### config.mk
export PLATFORM = sky130hd
export DESIGN_NAME = instr_fetch_ctrl
export DESIGN_NICKNAME = d
export VERILOG_FILES = /design/src/rtl/instr_fetch_ctrl.sv
export SDC_FILE = /design/constraint.sdc
export NUM_CORES = 1
export LEC_CHECK = 0
export CELL_PAD_IN_SITES_DETAIL_PLACEMENT = 1
export CELL_PAD_IN_SITES_GLOBAL_PLACEMENT = 2
export CORE_UTILIZATION = 25
export CTS_CLUSTER_SIZE = 12
export DETAILED_ROUTE_END_ITERATION = 10
export GPL_ROUTABILITY_DRIVEN = 0
export PLACE_DENSITY = 0.71
export SLEW_MARGIN = 5
export SYNTH_ARGS = -nofsm -noshare
export SYNTH_HDL_FRONTEND = slang
export SYNTH_SLANG_ARGS = --single-unit
export TNS_END_PERCENT = 50
### constraint.sdc
create_clock -name clk -period 2.05 [get_ports clk]
set_clock_uncertainty 0.05 [all_clocks]
set_input_delay 0.5125 -clock clk [delete_from_list [all_inputs] [get_ports clk]]
set_output_delay 0.5125 -clock clk [all_outputs]
set_load 0.02 [all_outputs]
### src/rtl/instr_fetch_ctrl.sv
// Instruction fetch controller: drives a combinational instruction memory from a
// byte PC and queues {pc, instr} pairs in a small prefetch FIFO for the decoder.
module instr_fetch_ctrl #(
    parameter logic [31:0] RESET_PC = 32'h0000_0000,
    parameter int          DEPTH    = 2
) (
    input  logic        clk,
    input  logic        rst_n,
    input  logic        start,
    input  logic        halt_req,
    input  logic        redirect_valid,
    input  logic [31:0] redirect_pc,
    output logic [31:0] imem_addr,
    input  logic [31:0] imem_rdata,
    output logic        imem_en,
    output logic        out_valid,
    input  logic        out_ready,
    output logic [31:0] out_instr,
    output logic [31:0] out_pc,
    output logic        fault,
    output logic [31:0] retired_cnt
);

    localparam int PTR_W = $clog2(DEPTH);
    localparam int CNT_W = PTR_W + 1;

    typedef enum logic [1:0] {
        IDLE  = 2'd0,
        FETCH = 2'd1,
        FAULT = 2'd2
    } state_t;

    state_t             state_q, state_d;
    logic [31:0]        pc_q, pc_d;
    logic [31:0]        retired_q, retired_d;
    logic               fault_q, fault_d;
    logic [PTR_W-1:0]   head_q, head_d, tail_q, tail_d;
    logic [CNT_W-1:0]   count_q, count_d;
    logic [31:0]        buf_pc_q    [DEPTH];
    logic [31:0]        buf_instr_q [DEPTH];

    logic redirect_hit, misaligned, full, push, pop;

    always_comb begin
        // NOTE: every combinational output gets a default first, so no path
        // through the case/if tree can leave a value unassigned and infer a latch.
        state_d   = state_q;
        pc_d      = pc_q;
        retired_d = retired_q;
        fault_d   = fault_q;
        head_d    = head_q;
        tail_d    = tail_q;
        count_d   = count_q;

        redirect_hit = redirect_valid && (state_q != FAULT);
        misaligned   = redirect_hit && (redirect_pc[1:0] != 2'b00);
        full         = (count_q == CNT_W'(DEPTH));
        out_valid    = (count_q != '0) && (state_q != FAULT);
        pop          = out_valid && out_ready && !redirect_valid;
        push         = (state_q == FETCH) && !redirect_valid && (!full || pop);

        if (redirect_hit) begin
            // A redirect discards everything fetched down the old path.
            head_d  = '0;
            tail_d  = '0;
            count_d = '0;
            if (misaligned) begin
                fault_d = 1'b1;
                state_d = FAULT;
            end else begin
                pc_d = redirect_pc;
            end
        end else begin
            if (push) begin
                tail_d = tail_q + PTR_W'(1);
                pc_d   = pc_q + 32'd4;
            end
            if (pop) begin
                head_d    = head_q + PTR_W'(1);
                retired_d = retired_q + 32'd1;
            end
            count_d = count_q + CNT_W'(push) - CNT_W'(pop);

            unique case (state_q)
                IDLE:    if (start && !halt_req) state_d = FETCH;
                FETCH:   if (halt_req)           state_d = IDLE;
                default: state_d = state_q;
            endcase
        end
    end

    // NOTE: sequential state uses non-blocking assignments only, so every flop
    // samples the pre-edge value of the others regardless of statement order.
    always_ff @(posedge clk or negedge rst_n) begin
        if (!rst_n) begin
            state_q   <= IDLE;
            pc_q      <= RESET_PC;
            retired_q <= '0;
            fault_q   <= 1'b0;
            head_q    <= '0;
            tail_q    <= '0;
            count_q   <= '0;
        end else begin
            state_q   <= state_d;
            pc_q      <= pc_d;
            retired_q <= retired_d;
            fault_q   <= fault_d;
            head_q    <= head_d;
            tail_q    <= tail_d;
            count_q   <= count_d;
        end
    end

    // NOTE: the buffer is only a few flops, so it is reset too; that keeps the
    // head outputs at a known zero instead of X straight out of reset.
    always_ff @(posedge clk or negedge rst_n) begin
        if (!rst_n) begin
            for (int i = 0; i < DEPTH; i++) begin
                buf_pc_q[i]    <= '0;
                buf_instr_q[i] <= '0;
            end
        end else if (push) begin
            buf_pc_q[tail_q]    <= pc_q;
            buf_instr_q[tail_q] <= imem_rdata;
        end
    end

    // Head is registered data only; the memory never reaches out_* in one cycle.
    assign out_pc      = out_valid ? buf_pc_q[head_q]    : '0;
    assign out_instr   = out_valid ? buf_instr_q[head_q] : '0;
    assign imem_addr   = {2'b00, pc_q[31:2]};
    assign imem_en     = push;
    assign fault       = fault_q;
    assign retired_cnt = retired_q;

endmodule

==> run summary, run 1 <==
The number of nets with antenna violations after detailed routing is 0. The clock slew seen by the registers of the worst setup and hold paths came out at 70 ps. Yosys printed 0 warnings. The floorplan has 71 rows. For the finished layout, the period the worst path requires is 2410 ps. Cells fill 38.9% of the core in the end. In this run the deepest clock path goes through 2 buffers. The number of max-capacitance violations reported is 0.

The data required time of the worst path came out at 1490 ps. Leaving out filler cells and counting taps, the final layout contains 1,645. TritonCTS built the clock tree. The highest clock rate is 0.415 GHz. The critical path is of the register to output pin type. Leaving out fill and tap cells, the most frequent cell in the layout is dfrtp_1. Of all nets on the critical path, the largest fanout is 5.

The reported leakage power came out at 0.00678 µW. The H-tree depth came out at 4. In the layout the commonest cells are dfrtp_1 (192), buf_4 (121), nor2_1 (82). The global-route wire length before repair is 48,100 µm. The total placed instance area came out at 0.0127 mm². Counting flops with an async set or reset pin after synthesis yields a share of 100%.

Setup repair after global routing could not meet its margin everywhere. The initial antenna violation count came out at 2. The largest area contributor in the netlist is dfrtp_1. The number of placed instances, taps included came out at 1,560.

The total length of routed wires is 32,500 µm. The portion of the clock cycle consumed by the worst path in the final layout came out at 118%. Traced cell by cell, the critical path runs through buf_12, buf_12, buf_16, mux2i_1, nor2_1, buf_4. The library cell contributing the largest single delay on the critical path is dfrtp_4.

Ranked by total cell area, the synthesized netlist is headed by dfrtp_1 (52%), mux2_2 (15%), mux2i_1 (6.8%). The worst setup slack for register-to-register paths is -100 ps. The chip width is 198 µm.

The fraction of post-synthesis cell area in the top cell type by area is 52.1%. The final total power came out at 9310 µW. Across every metal layer, demand over resource in global routing totals 16.6%. The total congestion overflow after global routing is 0.

Synthesis produced 830 cells. The share of post-route cells with drive strength above 1 came out at 38.9%. The area enclosed by the die boundary is 0.0391 mm². Power spread over the standard cell area amounts to 636 mW/mm². The worst setup path is captured at an output pin. The number of placed I/O pins came out at 201. After filler insertion, the fill cell instance count of the layout stands at 4,068. The sequential share of the synthesized area came out at 52.1%. The tightest min-delay check is of the register to register type. Detailed placement finished with a half-perimeter wire length of 21,200 µm.

In this run, the number of DRC markers left after iteration 0 of detailed routing was 311. After detailed routing, the number of remaining DRC violations is 0. The synthesized netlist contains 60 unique library cells. The core footprint is 0.0377 mm². The maximum number of pins on one net before global-route repair came out at 47. OpenSTA, run right after detailed placement, puts the worst setup slack at -597 ps. The via-per-instance ratio came out at 4.57. The total vias in the final route is 7,514.

Clock tree synthesis selected as its root buffer the cell clkbuf_16. The run finished, with violations left. The final setup violation count is 130.

The count of final hold-check violations came out at 0. Among all flip-flop cells after synthesis, the most frequent one is dfrtp_1. The area added between synthesis and finish is 53.1%. The count of flip-flops with a built-in enable after synthesis came out at 0. The synthesized flop and latch total came out at 199.

The die is 198 µm tall. The design area is 0.0146 mm². The worst ir drop on vdd is 599 µV. The checks that failed: negative setup slack. The number of nets in the layout came out at 1,193. The element type at the critical path start is a register. The synthesized area per cell came out at 11.5 µm². The number of global-route vias before repair is 7,885. The average detailed-routed wire length per instance came out at 19.8 µm. The number of sinks driven by the clock tree came out at 199.

The biggest cell delay along the critical path came out at 510 ps. The count of input and output buffers came out at 198. The post-synthesis instance area is 0.00957 mm². The cell that appears most often on the critical path is buf_12.

The initial standard-cell utilization of the core is 25.4%. The number of buffers created by CTS is 17. The arrival time at the worst endpoint is 1850 ps. The latest clock arrival within the worst-skew pair is 450 ps.

The final max-slew violation count is 0. The detailed-router iteration count before antenna repair came out at 4. The worst path setup slack after routing is -359 ps.
[cell type report]
type	instances	area [µm²]	share of cell area [%]
clock inverters	14	163	1.11
repair buffers	345	3700	25.3
clock buffers	18	439	3.00
multi-input cells	543	4650	31.8
flip-flops and latches	199	4990	34.1
well taps	511	639	4.37
inverters	13	53.8	0.367
diodes	2	5.00	0.0342
[cell families (layout without fill, tap and decap cells)]
kind of cell	Yosys count	count (layout)	synth area share, %
flip-flops	199	199	52.1
multiplexers	189	189	21.4
other	1	4	0.0392
AND/OR/NAND/NOR	236	236	12.2
AO/OA/AOI/OAI	78	78	5.60
adder cells (fa/ha/maj)	4	4	0.523
buffers and inverters	89	390	5.05
XOR/XNOR	34	34	3.11
[per-layer routing]
metal	part of all wire, %	track usage (%)	routed length [µm]
met2	48	27.0	15700
met1	47	22.4	15300
met3	3.3	2.87	1080
met5	0	0	0
met4	1.6	5.31	522
[sequential cells by signal, summed over array words and instances, names as in the netlist]
name	cells
pc_q	32
retired_cnt	32
buf_instr_q	64
head_q	1
count_q	2
tail_q	1
buf_pc_q	64
state_q	2
fault	1
[power breakdown]
part	internal (µW)	switching [µW]	total, µW
Sequential	4040	134	4180
Combinational	832	733	1570
Clock	1870	1700	3570
Total	6750	2560	9310
[what timing repair did]
action                                  in CTS  in global routing
gates cloned                                13                  4
endpoints found under the hold margin       40                  0
endpoints found under the setup margin     259                174
pin swaps                                    4                 19
hold buffers                                 1                  0
buffers inserted                            20                 21
resized for setup                          427                166
[final timing paths]
| path | startpoint | end | depth (start not counted) |
|---|---|---|---|
| worst max-delay path | head_q | out_pc[1] | 6 |
| worst min-delay path | fault | fault | 1 |
| worst max register to register | state_q[1] | pc_q[21] | 9 |
| worst min register to register | fault | fault | 1 |
| max in group asynchronous | rst_n | pc_q[14] | 3 |
| min in group asynchronous | rst_n | retired_cnt[12] | 2 |
[synth_stat cells (2+ instances only)]
library cell / count
ha_1: 4
clkbuf_1: 17
xnor2_1: 29
buf_2: 16
a311oi_1: 6
dfrtp_1: 199
o2111ai_1: 2
nand3_1: 23
xor2_1: 5
nor3_1: 3
nor4_2: 3
nand4_1: 17
and3_1: 10
o211ai_1: 2
a21oi_1: 15
o21ai_0: 14
a22oi_1: 2
nor2_1: 102
and2_1: 10
a211o_1: 2
o22ai_1: 9
or2_0: 2
nor2b_1: 2
nand2_1: 40
nor4_1: 3
a21o_1: 3
mux2i_1: 65
buf_1: 8
o32ai_1: 3
or3_1: 2
buf_4: 34
o221a_2: 2
and4_1: 5
and4b_1: 2
mux2_2: 124
a211oi_1: 6
inv_1: 13
nand2b_1: 2
o311ai_0: 3
[critical path, delay by kind of cell, from the launching register on]
family,cells,cell delay (ps)
AND/OR/NAND/NOR,1,150
multiplexers,1,130
buffers and inverters,4,600
flip-flops,1,510
[metrics by stage]
step	hold slack (ps)	setup TNS, ps
after floorplan	167	-2400
after global placement	392	-98120
after detailed placement	402	-103220
after CTS	420	-20510
after global routing	441	-30100
final	418	-19480
Note: power is estimated with default switching activity, not from simulation.
==> inputs of run 2 (changes only) <==
--- a/config.mk
+++ b/config.mk
@@ -7,11 +7,13 @@
 export LEC_CHECK = 0
 export CELL_PAD_IN_SITES_DETAIL_PLACEMENT = 1
 export CELL_PAD_IN_SITES_GLOBAL_PLACEMENT = 2
-export CORE_UTILIZATION = 25
+export CORE_MARGIN = 8
+export CORE_UTILIZATION = 30
 export CTS_CLUSTER_SIZE = 12
 export DETAILED_ROUTE_END_ITERATION = 10
 export GPL_ROUTABILITY_DRIVEN = 0
-export PLACE_DENSITY = 0.71
+export PLACE_DENSITY = 0.82
+export RECOVER_POWER = 50
 export SLEW_MARGIN = 5
 export SYNTH_ARGS = -nofsm -noshare
 export SYNTH_HDL_FRONTEND = slang
==> run 2 against run 1 <==
Net effect: the flow still finishes with violations (negative setup slack); clock-buffer cell count grew 1; final cell count shrank 8.3%; sequential cell count is the same; first-iteration DRC count shrank 14%; non-clock buffer count shrank 28; wire length shrank 1.2%; largest cell class unchanged; largest power group unchanged.
==> run summary, run 2 (same netlist as run 1, synthesis figures left out) <==
STA classifies the critical path endpoint as an output pin. The clock net in this run drives a total of 199 sinks. The number of cells on the worst reg-to-reg path is 9. The total vias in the final route is 7,463. The startpoint identified for the worst register-to-register timing path is count_q[0]. The number of max-capacitance violations reported came out at 0.

The flow ran to the end, but the final reports show violations. The power density normalized to cell area is 607 mW/mm². The deepest clock path buffer count is 2.

STA classifies the critical path startpoint as a register. The completed layout was analyzed and its total power is 8790 µW. The post-route netlist has 40.7% of its cells at a drive strength greater than 1.

The number of global-route vias before repair came out at 8,343. The final sum of negative setup slack came out at -17,330 ps. The worst setup slack for register-to-register paths is -120 ps. The worst hold endpoint is retired_cnt[31].

The largest registers in the layout are buf_instr_q: 64 flops, buf_pc_q: 64 flops. The final max-slew violation count came out at 0. The number of design-rule violations left by the first detailed-router iteration came out at 268. The first global-routing pass estimated 50,700 µm of wire.

The worst ir drop on vdd came out at 549 µV. The worst register-to-register path ends at buf_instr_q[2]. The H-tree depth came out at 4. The floorplan has 65 rows. The hold-critical path depth came out at 1. The latest clock arrival within the worst-skew pair came out at 440 ps. Clock-pin slew was measured on the worst setup and hold paths at 70 ps. Setup repair after global routing could not meet its margin everywhere. The number of nets in the layout is 1,165.

The transition at the pin with the smallest max-transition slack is 1320 ps. The count of final hold-check violations is 0. CTS placed an instance of clkbuf_16 at the clock tree root. The die covers 0.0379 mm². The post-route non-filler standard cell count is 1,508. After layout, the worst setup slack is -253 ps. The number of placed instances, taps included came out at 1,434. The reported leakage power is 0.00682 µW. The data required time of the worst path is 1490 ps. The average detailed-routed wire length per instance came out at 21.3 µm. Cells fill 46.0% of the core in the end. The detailed-router iteration count before antenna repair is 4. Leaving out fill and tap cells, the most frequent cells in the layout are dfrtp_1 (197), buf_4 (87), mux2_2 (70). Wires add up to 32,100 µm. The largest fanout on the critical path is 7. The library cell used most frequently in the layout, excluding fill and tap cells, is dfrtp_1. The portion of the clock cycle consumed by the worst path in the final layout came out at 112%. Data on the critical path arrives at its endpoint at 1740 ps. Setup violations remaining at the end of the flow were counted as 164. The category of the most critical setup path is register to output pin.

The via-per-instance ratio came out at 4.95. The maximum number of pins on one net before global-route repair is 53. The worst hold path begins at retired_cnt[31]. The number of buffers created by CTS came out at 17. The number of nets with antenna violations after detailed routing is 0.

Detailed placement ended at an HPWL of 21,400 µm. The core footprint is 0.0315 mm². The fill cell total of the finished layout came out at 3,285. The floorplan die height came out at 195 µm. The final reports fail on negative setup slack. The DRC violation count after routing is 0. TritonCTS built the clock tree. The routed design could run at a clock period as short as 2300 ps.

Once the floorplan was initialized, standard cells occupied 30.4% of the core. The highest clock rate came out at 0.434 GHz. The area added between synthesis and finish is 51.3%. The chip width is 195 µm. The min-delay analysis places its worst path in the category register to register. Input and output buffers added on the ports amount to 198.

The initial antenna violation count is 4. The total congestion overflow after global routing is 0. For this design the top-level I/O count stands at 201. Measured against its own limit, the worst slew margin works out to 11.7%.

The global router's overall resource usage came out at 17.1%.
run 2: changes by cell type in the layout (fill, tap and decap cells not counted), moves of 14 or more:
cell | before | now
nor2_4 | 8 | 34
mux2i_2 | 9 | 23
nor2_1 | 82 | 58
buf_4 | 121 | 87
mux2i_1 | 48 | 33
buf_6 | 32 | 54
run 2: worst max-delay path: stages, from the launching register on:
cell,delay [ps]
dfrtp_4,540
buf_6,160
buf_16,150
mux2i_4,190
nor2_4,130
buf_6,130
run 2: how the worst max path moves through the flow:
stage	slack, ps	endpoint	from	depth (start not counted)
floorplan	-60	out_instr[0]	head_q	5
global placement	-570	buf_instr_q[4]	out_ready	7
detailed placement	-640	buf_pc_q[21]	out_ready	7
CTS	-270	out_instr[31]	count_q[0]	6
global route	-330	out_instr[30]	state_q[1]	7
finish	-250	out_instr[12]	head_q	5
run 2: metrics by stage:
step                      hold slack, ps  instance area [µm²]  setup slack (ps)
after floorplan                      167                 9580             -57.0
after global placement               394                12400              -567
after detailed placement             400                12400              -635
after CTS                            426                14000              -270
after global routing                 448                14500              -328
final                                422                14500              -253
run 2: final cells by class:
class	instances	area, µm²	share of cell area (%)
inverter	13	51.3	0.354
clock buffer	19	453	3.13
clock inverter	13	109	0.752
timing repair buffer	317	3440	23.8
multi-input combinational	543	4930	34.0
tap	402	503	3.47
sequential	199	4980	34.4
antenna	2	5.00	0.0346
run 2: repair_timing:
action,in CTS,in global routing
gates cloned,14,0
hold buffers,1,0
pin swaps,13,29
buffers inserted,19,11
gates resized for setup,538,131
hold endpoints to repair,42,0
endpoints found under the setup margin,190,160
run 2: power by group:
group          total, µW  internal [µW]  leakage, µW  switching (µW)
sequential          4180           4040      0.00273             139
clock               3300           1660     0.000270            1650
combinational       1310            653      0.00381             653
run 2: routing by layer:
metal | global-route usage [%] | wire length [µm] | up-vias
met5 | 0 | 27 | -
met4 | 4.84 | 538 | 4
met3 | 3.87 | 1390 | 31
met2 | 28.0 | 15500 | 155
met1 | 22.3 | 14700 | 3845
li1 | - | - | 3428
